### config.mk
export PLATFORM = sky130hd
export DESIGN_NAME = ballot_session_ctrl
export DESIGN_NICKNAME = d
export VERILOG_FILES = /design/src/rtl/ballot_session_ctrl.sv
export SDC_FILE = /design/constraint.sdc
export NUM_CORES = 1
export LEC_CHECK = 0
export BUFFER_PORTS_ARGS = -buffer_cell sky130_fd_sc_hd__buf_4
export CELL_PAD_IN_SITES_DETAIL_PLACEMENT = 0
export CELL_PAD_IN_SITES_GLOBAL_PLACEMENT = 1
export CORE_UTILIZATION = 41
export CTS_CLUSTER_SIZE = 24
export DETAILED_ROUTE_END_ITERATION = 8
export PLACE_DENSITY = 0.8
export REMOVE_ABC_BUFFERS = 1
export SYNTH_ARGS = -nofsm -noshare
export SYNTH_HDL_FRONTEND = slang
export SYNTH_SLANG_ARGS = --single-unit
### constraint.sdc
create_clock -name clk -period 4.2 [get_ports clk]
set_clock_uncertainty 0.15 [all_clocks]
set_input_delay 0.84 -clock clk [delete_from_list [all_inputs] [get_ports clk]]
set_output_delay 0.84 -clock clk [all_outputs]
set_load 0.02 [all_outputs]
### src/rtl/ballot_session_ctrl.sv
// Election session sequencer: setup, poll open, one authorised ballot at a time,
// vote acknowledge, poll close, winner scan and results display.
module ballot_session_ctrl #(
  parameter int unsigned BALLOT_TIMEOUT = 1000,
  parameter int unsigned HOLD_CYCLES    = 10
) (
  input  logic        clk,
  input  logic        reset,
  input  logic        open_poll,
  input  logic        authorize,
  input  logic        close_poll,
  input  logic [3:0]  cand_valid,
  input  logic [31:0] tally,
  output logic        ballot_open,
  output logic [3:0]  vote_accept,
  output logic [7:0]  led,
  output logic [1:0]  winner,
  output logic        tie,
  output logic        results_valid,
  output logic [7:0]  reject_cnt,
  output logic [7:0]  void_cnt
);

  localparam int unsigned TimerW = $clog2(BALLOT_TIMEOUT);
  localparam int unsigned HoldW  = $clog2(HOLD_CYCLES + 1);
  localparam logic [TimerW-1:0] TimerLast = TimerW'(BALLOT_TIMEOUT - 1);
  localparam logic [HoldW-1:0]  HoldLast  = HoldW'(HOLD_CYCLES - 1);

  typedef enum logic [2:0] {StSetup, StReady, StBallot, StAck, StScan, StClosed} state_e;

  state_e            state_q, state_d;
  logic [TimerW-1:0] timer_q, timer_d;
  logic [HoldW-1:0]  hold_q, hold_d;
  logic [1:0]        idx_q, idx_d;
  logic [7:0]        max_q, max_d;
  logic [1:0]        winner_q, winner_d;
  logic              tie_q, tie_d;
  logic              valid_q, valid_d;
  logic [7:0]        reject_q, reject_d;
  logic [7:0]        void_q, void_d;
  logic [7:0]        led_q, led_d;
  logic [3:0]        accept_q, accept_d;
  logic              open_q, open_d;

  logic       cand_any, cand_onehot, reject_inc, void_inc;
  logic [1:0] cand_idx;
  logic [7:0] tally_b [4];
  logic [7:0] scan_byte;

  assign cand_any    = (cand_valid != 4'd0);
  assign cand_onehot = cand_any && ((cand_valid & (cand_valid - 4'd1)) == 4'd0);
  assign scan_byte   = tally_b[idx_q];

  always_comb begin
    for (int i = 0; i < 4; i++) begin
      tally_b[i] = tally[8*i +: 8];
    end
  end

  always_comb begin
    case (cand_valid)
      4'b0010: cand_idx = 2'd1;
      4'b0100: cand_idx = 2'd2;
      4'b1000: cand_idx = 2'd3;
      default: cand_idx = 2'd0;
    endcase
  end

  always_comb begin
    state_d    = state_q;
    timer_d    = timer_q;
    hold_d     = hold_q;
    idx_d      = idx_q;
    max_d      = max_q;
    winner_d   = winner_q;
    tie_d      = tie_q;
    valid_d    = valid_q;
    accept_d   = 4'd0;
    reject_inc = 1'b0;
    void_inc   = 1'b0;
    led_d      = led_q;

    case (state_q)
      StSetup: begin
        reject_inc = cand_any;
        if (open_poll) state_d = StReady;
      end
      StReady: begin
        reject_inc = cand_any;
        if (close_poll) begin
          state_d = StScan;
          idx_d   = 2'd0;
        end else if (authorize) begin
          state_d = StBallot;
          timer_d = '0;
        end
      end
      StBallot: begin
        // A valid vote wins over a timeout landing on the same cycle.
        if (cand_onehot) begin
          state_d  = StAck;
          hold_d   = '0;
          accept_d = cand_valid;
        end else begin
          reject_inc = cand_any;
          if (timer_q == TimerLast) begin
            void_inc = 1'b1;
            state_d  = StReady;
          end else begin
            timer_d = timer_q + TimerW'(1);
          end
        end
      end
      StAck: begin
        reject_inc = cand_any;
        if (hold_q == HoldLast) state_d = StReady;
        else hold_d = hold_q + HoldW'(1);
      end
      StScan: begin
        if (idx_q == 2'd0) begin
          max_d    = scan_byte;
          winner_d = 2'd0;
          tie_d    = 1'b0;
        end else if (scan_byte > max_q) begin
          max_d    = scan_byte;
          winner_d = idx_q;
          tie_d    = 1'b0;
        end else if (scan_byte == max_q) begin
          tie_d = 1'b1;
        end
        if (idx_q == 2'd3) begin
          state_d = StClosed;
          valid_d = 1'b1;
        end else begin
          idx_d = idx_q + 2'd1;
        end
      end
      StClosed: ;
      default: state_d = StSetup;
    endcase

    reject_d = (reject_inc && reject_q != 8'hFF) ? reject_q + 8'd1 : reject_q;
    void_d   = (void_inc && void_q != 8'hFF) ? void_q + 8'd1 : void_q;
    open_d   = (state_d == StBallot);

    case (state_d)
      StReady:  led_d = 8'h01;
      StBallot: led_d = 8'h0F;
      StAck:    led_d = 8'hFF;
      StClosed: begin
        if (state_q != StClosed) led_d = 8'h00;
        else if (cand_onehot)    led_d = tally_b[cand_idx];
      end
      default:  led_d = 8'h00;
    endcase
  end

  always_ff @(posedge clk) begin
    if (reset) begin
      state_q  <= StSetup;
      timer_q  <= '0;
      hold_q   <= '0;
      idx_q    <= 2'd0;
      max_q    <= 8'd0;
      winner_q <= 2'd0;
      tie_q    <= 1'b0;
      valid_q  <= 1'b0;
      reject_q <= 8'd0;
      void_q   <= 8'd0;
      led_q    <= 8'h00;
      accept_q <= 4'd0;
      open_q   <= 1'b0;
    end else begin
      state_q  <= state_d;
      timer_q  <= timer_d;
      hold_q   <= hold_d;
      idx_q    <= idx_d;
      max_q    <= max_d;
      winner_q <= winner_d;
      tie_q    <= tie_d;
      valid_q  <= valid_d;
      reject_q <= reject_d;
      void_q   <= void_d;
      led_q    <= led_d;
      accept_q <= accept_d;
      open_q   <= open_d;
    end
  end

  assign ballot_open   = open_q;
  assign vote_accept   = accept_q;
  assign led           = led_q;
  assign winner        = winner_q;
  assign tie           = tie_q;
  assign results_valid = valid_q;
  assign reject_cnt    = reject_q;
  assign void_cnt      = void_q;

endmodule
==> flow_summary.toml, run 1 <==
[power_and_ir_drop]
report.power.total_w = 0.00134
leakage_dissipation_nw = 1.68
power.ir.vdd_worst_mv = 0.156
power.density_cell_area_nw_per_um2 = 309

[drt]
drtAntennaViolNets = 0
wl_mm = 8.47
routedWlPerCell_microns = 14.9
drt_pre_antenna_iters = 4
detailroute.via_count = 3079
drt-vias-per-instance = 5.43
drt_iter0_markers = 133
detail_route.drc_violations = 0

[layout]
insertedDiodeCount = 0
fillerInstances = 812
layout_overhead_on_the_synthesized_area_pct = 21.3
mostFrequentLayoutCells = "buf_4 (74), dfxtp_1 (60), nor2_1 (47)"
final_layout_size_suffix_gt1_frac = 0.268
most_common_cell_after_layout_fill_and_taps_aside = "buf_4"
design.final.nets = 513

[synthesis]
syn-mean-instance-area_sq_um = 9.04
synth_top_family_by_area = "simple AND/OR/NAND/NOR gates"
synth-simple-area-share = 0.232
synthXorXnorAreaFrac = 0.0539
synth-adder-area-share = 0.0553
postSynth.topFlopCell = "dfxtp_1"
synth_mux_area_frac = 0.112
synth_seq_cells = 60
synth.yosys.warnings = 0
post_synth_num_cell_types = 65
syn-instance-count = 395
synth_async_sr_flop_share = 0
synth-edff-count = 0
yosysSeqAreaShare = 0.336
compound_cell_area_share_of_the_yosys_netlist = 0.156
synth.cell_area_sq_um = 3570

[outcome]
run_status = "finished clean"

[placement]
buffer_ports.inserted = 73
dp_hpwl_mm = 6.22
final_wtd_congestion = 0.773

[global_route]
grt_antenna_before_repair = 0
globalRouteOverflowTotal = 0
number_of_global_route_vias_before_repair = 2818
grt_pass1_wl_mm = 13.7
pin_count_of_the_biggest_net_entering_global_routing = 49
gr-usage-all-layers = 0.199

[setup_path]
critPathRequiredTime_ps = 4260
crit_path_max_fanout = 12
critPathBufInv = 1
worst_setup_path_end_kind = "flip-flop"
critical_path_s_top_delay_family = "simple AND/OR/NAND/NOR gates"
timing.critical_path.slowest_stage_cell = "dfxtp_1"
critPathLaunchType = "flip-flop"
critical_path_class = "reg -> reg"
cp_cell_sequence = "mux4_2 > ha_1 > nand4_1 > nor4_1 > buf_4 > or4_1 > a21oi_1"
worst-endpoint-arrival_ps = 3350
cp_slowest_stage_delay_ps = 770

[clock_tree]
hold_buffers = 0
tritoncts_clock_tree = "done"
post_cts_buffers = 0
htree_levels = 3
cts_resized = 0
cts_made_buffers = 9
total_number_of_clock_tree_sinks = 60
cts.reportedPaths.clkPinSlew_ps = 70
clockBufferDepth = 2
cts-root-buf = "clkbuf_8"
clkLatencyLatePin_ps = 340

[timing]
final.period_utilization = 0.784
final_hold_viol_count = 0
final.setup.tns_ps = 0
finalCriticalPeriod_ps = 3290
final-max-slew-violation-count = 0
final-setup-viol-count = 0
clock.fmax_ghz = 0.304
worstMarginPinSlew_ps = 786
rsz0062_at_grt = "no"
max_slew_margin = 0.471

[min_path]
holdCritPathClass = "reg -> reg"

[floorplanning]
coreArea_sq_um = 8340
floorplan.die.width_microns = 95.3
row_count = 33
io_pins = 74
die_h_microns = 95.3
initial_core_util = 0.428
floorplan.die_area_sq_um = 9090

[job]
max_cap_violations = 0
==> registers in the layout, indices dropped and copies added (netlist names) <==
| register | flops |
|---|---|
| led | 8 |
| max_q | 8 |
| results_valid | 1 |
| idx_q | 2 |
| void_cnt | 8 |
| reject_cnt | 8 |
| winner | 2 |
| vote_accept | 4 |
| timer_q | 10 |
| state_q | 3 |
| ballot_open | 1 |
| tie | 1 |
| hold_q | 4 |
==> per-stage QoR <==
step / hold slack [ps] / cells / utilization / setup WS, ps / cell area, sq um
floorplan: 298 / 372 / - / 1110 / 3440
global placement: 299 / 551 / 0.495 / 808 / 4130
detailed placement: 304 / 551 / 0.495 / 865 / 4130
CTS: 323 / 567 / 0.520 / 870 / 4330
global route: 341 / 567 / 0.520 / 606 / 4330
finish: 318 / 567 / 0.520 / 907 / 4330
==> layer usage <==
layer | track usage | up-vias | part of all wire
li1 | - | 1553 | -
met3 | 0.0343 | 10 | 0.034
met4 | 0.0859 | 0 | 0.017
met5 | 0 | - | 0
met2 | 0.314 | 60 | 0.47
met1 | 0.267 | 1456 | 0.48
==> path summary, 6_finish.rpt <==
check,start,slack [ps],to,depth (start not counted)
worst min register to register,led[4],320,led[4],1
worst min-delay path,led[4],320,led[4],1
worst max-delay path,idx_q[0],910,winner[0],7
worst max register to register,idx_q[0],910,winner[0],7
==> cell families (layout without fill, tap and decap cells) <==
logic type | count (synthesis) | after routing
buffers and inverters | 40 | 107
XOR/XNOR | 22 | 22
flip-flops | 60 | 60
adder cells (fa/ha/maj) | 16 | 16
AND/OR/NAND/NOR | 155 | 155
multiplexers | 20 | 20
AO/OA/AOI/OAI | 82 | 82
==> synthesized netlist by cell type (5+ instances only) <==
library cell | instances | share of area
xnor2_1 | 10 | 0.025
ha_1 | 15 | 0.053
buf_2 | 6 | 0.0084
mux4_2 | 16 | 0.10
nand2_1 | 25 | 0.026
nand4_1 | 6 | 0.011
o21ai_0 | 17 | 0.024
or3_1 | 6 | 0.011
xor2_1 | 12 | 0.029
inv_1 | 17 | 0.018
nand3_1 | 24 | 0.034
dfxtp_1 | 60 | 0.34
nor2_1 | 47 | 0.049
clkbuf_1 | 9 | 0.0095
a21oi_1 | 30 | 0.042
and2_1 | 5 | 0.0088
==> area by class of cell <==
type                       instances  area, sq um  share of cell area
multi-input combinational        295         2180               0.503
sequential                        60         1200               0.277
timing repair buffer              74          556               0.128
clock buffer                      12          155              0.0358
tap                              105          131              0.0303
inverter                          17         63.8              0.0147
clock inverter                     4         47.5              0.0110
==> power breakdown <==
group,switching (W),internal (W),leakage [nW]
sequential,0.0000183,0.000584,0.485
clock,0.000229,0.000304,0.102
combinational,0.000110,0.0000963,1.10
total,0.000357,0.000985,1.68
Note: power is estimated with default switching activity, not from simulation.
==> run 2, diff against run 1 <==
- clock period: 4.2 -> 3.4 ns (I/O delays scaled with it)
==> flow_summary.toml, run 2 (synthesis gave the netlist of run 1 again) <==
[layout]
fillerInstances = 815
multi_input_comb_area_sq_um = 2180
largest_register_ff_count = 10
post_layout_nonfiller_instances = 570
design.final.nets = 517
layout_overhead_on_the_synthesized_area_pct = 21.4
final_layout_size_suffix_gt1_frac = 0.275
largest-register = "timer_q"
insertedDiodeCount = 0
mostFrequentLayoutCells = "buf_4 (78), dfxtp_1 (60), nor2_1 (47)"
most_common_cell_after_layout_fill_and_taps_aside = "buf_4"
seqCellArea_sq_um = 1200

[clock_tree]
hold_buffers = 0
total_number_of_clock_tree_sinks = 60
cts-root-buf = "clkbuf_8"
cts_made_buffers = 9
cts_resized = 0
tritoncts_clock_tree = "done"
clkLatencyLatePin_ps = 340
clockBufferDepth = 2
cts.reportedPaths.clkPinSlew_ps = 70
post_cts_buffers = 0
htree_levels = 3

[placement]
dp_hpwl_mm = 6.27
buffer_ports.inserted = 73
numPlacedInstances = 555
final_wtd_congestion = 0.797

[drt]
drt-vias-per-instance = 5.41
wl_mm = 8.44
detailroute.via_count = 3084
drtAntennaViolNets = 0
routedWlPerCell_microns = 14.8
drt_pre_antenna_iters = 4
drt_iter0_markers = 63
detail_route.drc_violations = 0

[timing]
final_hold_viol_count = 0
final.setup.tns_ps = 0
rsz0062_at_grt = "no"
final-max-slew-violation-count = 0
final-setup-viol-count = 0
finalCriticalPeriod_ps = 2980
clock.fmax_ghz = 0.335
max_slew_margin = 0.544
worstMarginPinSlew_ps = 684
final.period_utilization = 0.878

[global_route]
gr-usage-all-layers = 0.198
pin_count_of_the_biggest_net_entering_global_routing = 49
grt_pass1_wl_mm = 13.7
number_of_global_route_vias_before_repair = 2845
grt_antenna_before_repair = 0
globalRouteOverflowTotal = 0

[floorplanning]
coreArea_sq_um = 8340
initial_core_util = 0.428
row_count = 33
io_pins = 74
floorplan.die.width_microns = 95.3
die_h_microns = 95.3
floorplan.die_area_sq_um = 9090

[power_and_ir_drop]
leakage_dissipation_nw = 1.69
power.ir.vdd_worst_mv = 0.271
power.density_cell_area_nw_per_um2 = 364

[outcome]
run_status = "finished clean"

[min_path]
holdCritPathClass = "reg -> reg"
min_path_cells = 1
timing.hold.worst_endpoint = "led[5]"
worstHoldStart = "led[5]"

[setup_path]
critical_path_class = "reg -> reg"
critPathLaunchType = "flip-flop"
reg2reg_from = "idx_q[1]"
worst_setup_path_end_kind = "flip-flop"
worst-endpoint-arrival_ps = 3100
crit_path_max_fanout = 13
critPathRequiredTime_ps = 3520
rrSetupSlack_ps = 420
rr_endpoint = "winner[1]"
reg2regPathDepth = 8

[job]
max_cap_violations = 0
run 2: metrics by stage:
stage | utilization | setup WS [ps] | area, sq um | hold slack, ps | total power, W
after floorplan | - | 399 | 3440 | 298 | 0.000906
after global placement | 0.499 | 277 | 4160 | 301 | 0.00101
after detailed placement | 0.499 | 229 | 4160 | 308 | 0.00102
after CTS | 0.520 | 430 | 4340 | 328 | 0.00160
after global routing | 0.520 | 181 | 4340 | 340 | 0.00166
final | 0.520 | 416 | 4340 | 326 | 0.00158
run 2: worst max-delay path, stage by stage (launching register included):
cell and delay, ps:
dfxtp_1 670, mux4_2 410, ha_1 300, nor2b_1 160, o21bai_1 80, a21o_1 170
a21o_1 310, or4_1 520, a21oi_1 150
run 2: final cells by class:
type | instances | area share
clock buffers | 11 | 0.0349
well taps | 105 | 0.0303
inverters | 17 | 0.0147
repair buffers | 78 | 0.135
multi-input cells | 295 | 0.502
flip-flops and latches | 60 | 0.277
clock inverters | 4 | 0.00577
run 2: how the worst max path moves through the flow:
stage	startpoint	to	cells past startpoint
CTS	idx_q[1]	winner[1]	8
global placement	tally[25]	winner[1]	9
finish	idx_q[1]	winner[1]	8
global route	idx_q[1]	max_q[6]	8
detailed placement	tally[25]	winner[1]	9
floorplan	idx_q[0]	winner[0]	6
run 2: power by group:
part,switching [W],internal [W]
sequential,0.0000215,0.000721
combinational,0.000136,0.000121
clock,0.000283,0.000297
total,0.000441,0.00114
run 2: layer usage:
layer	vias up	global-route usage	share of wire
met5	-	0	0
met4	0	0.0833	0.014
met3	8	0.0359	0.036
met2	52	0.314	0.47
met1	1459	0.262	0.48
li1	1565	-	-
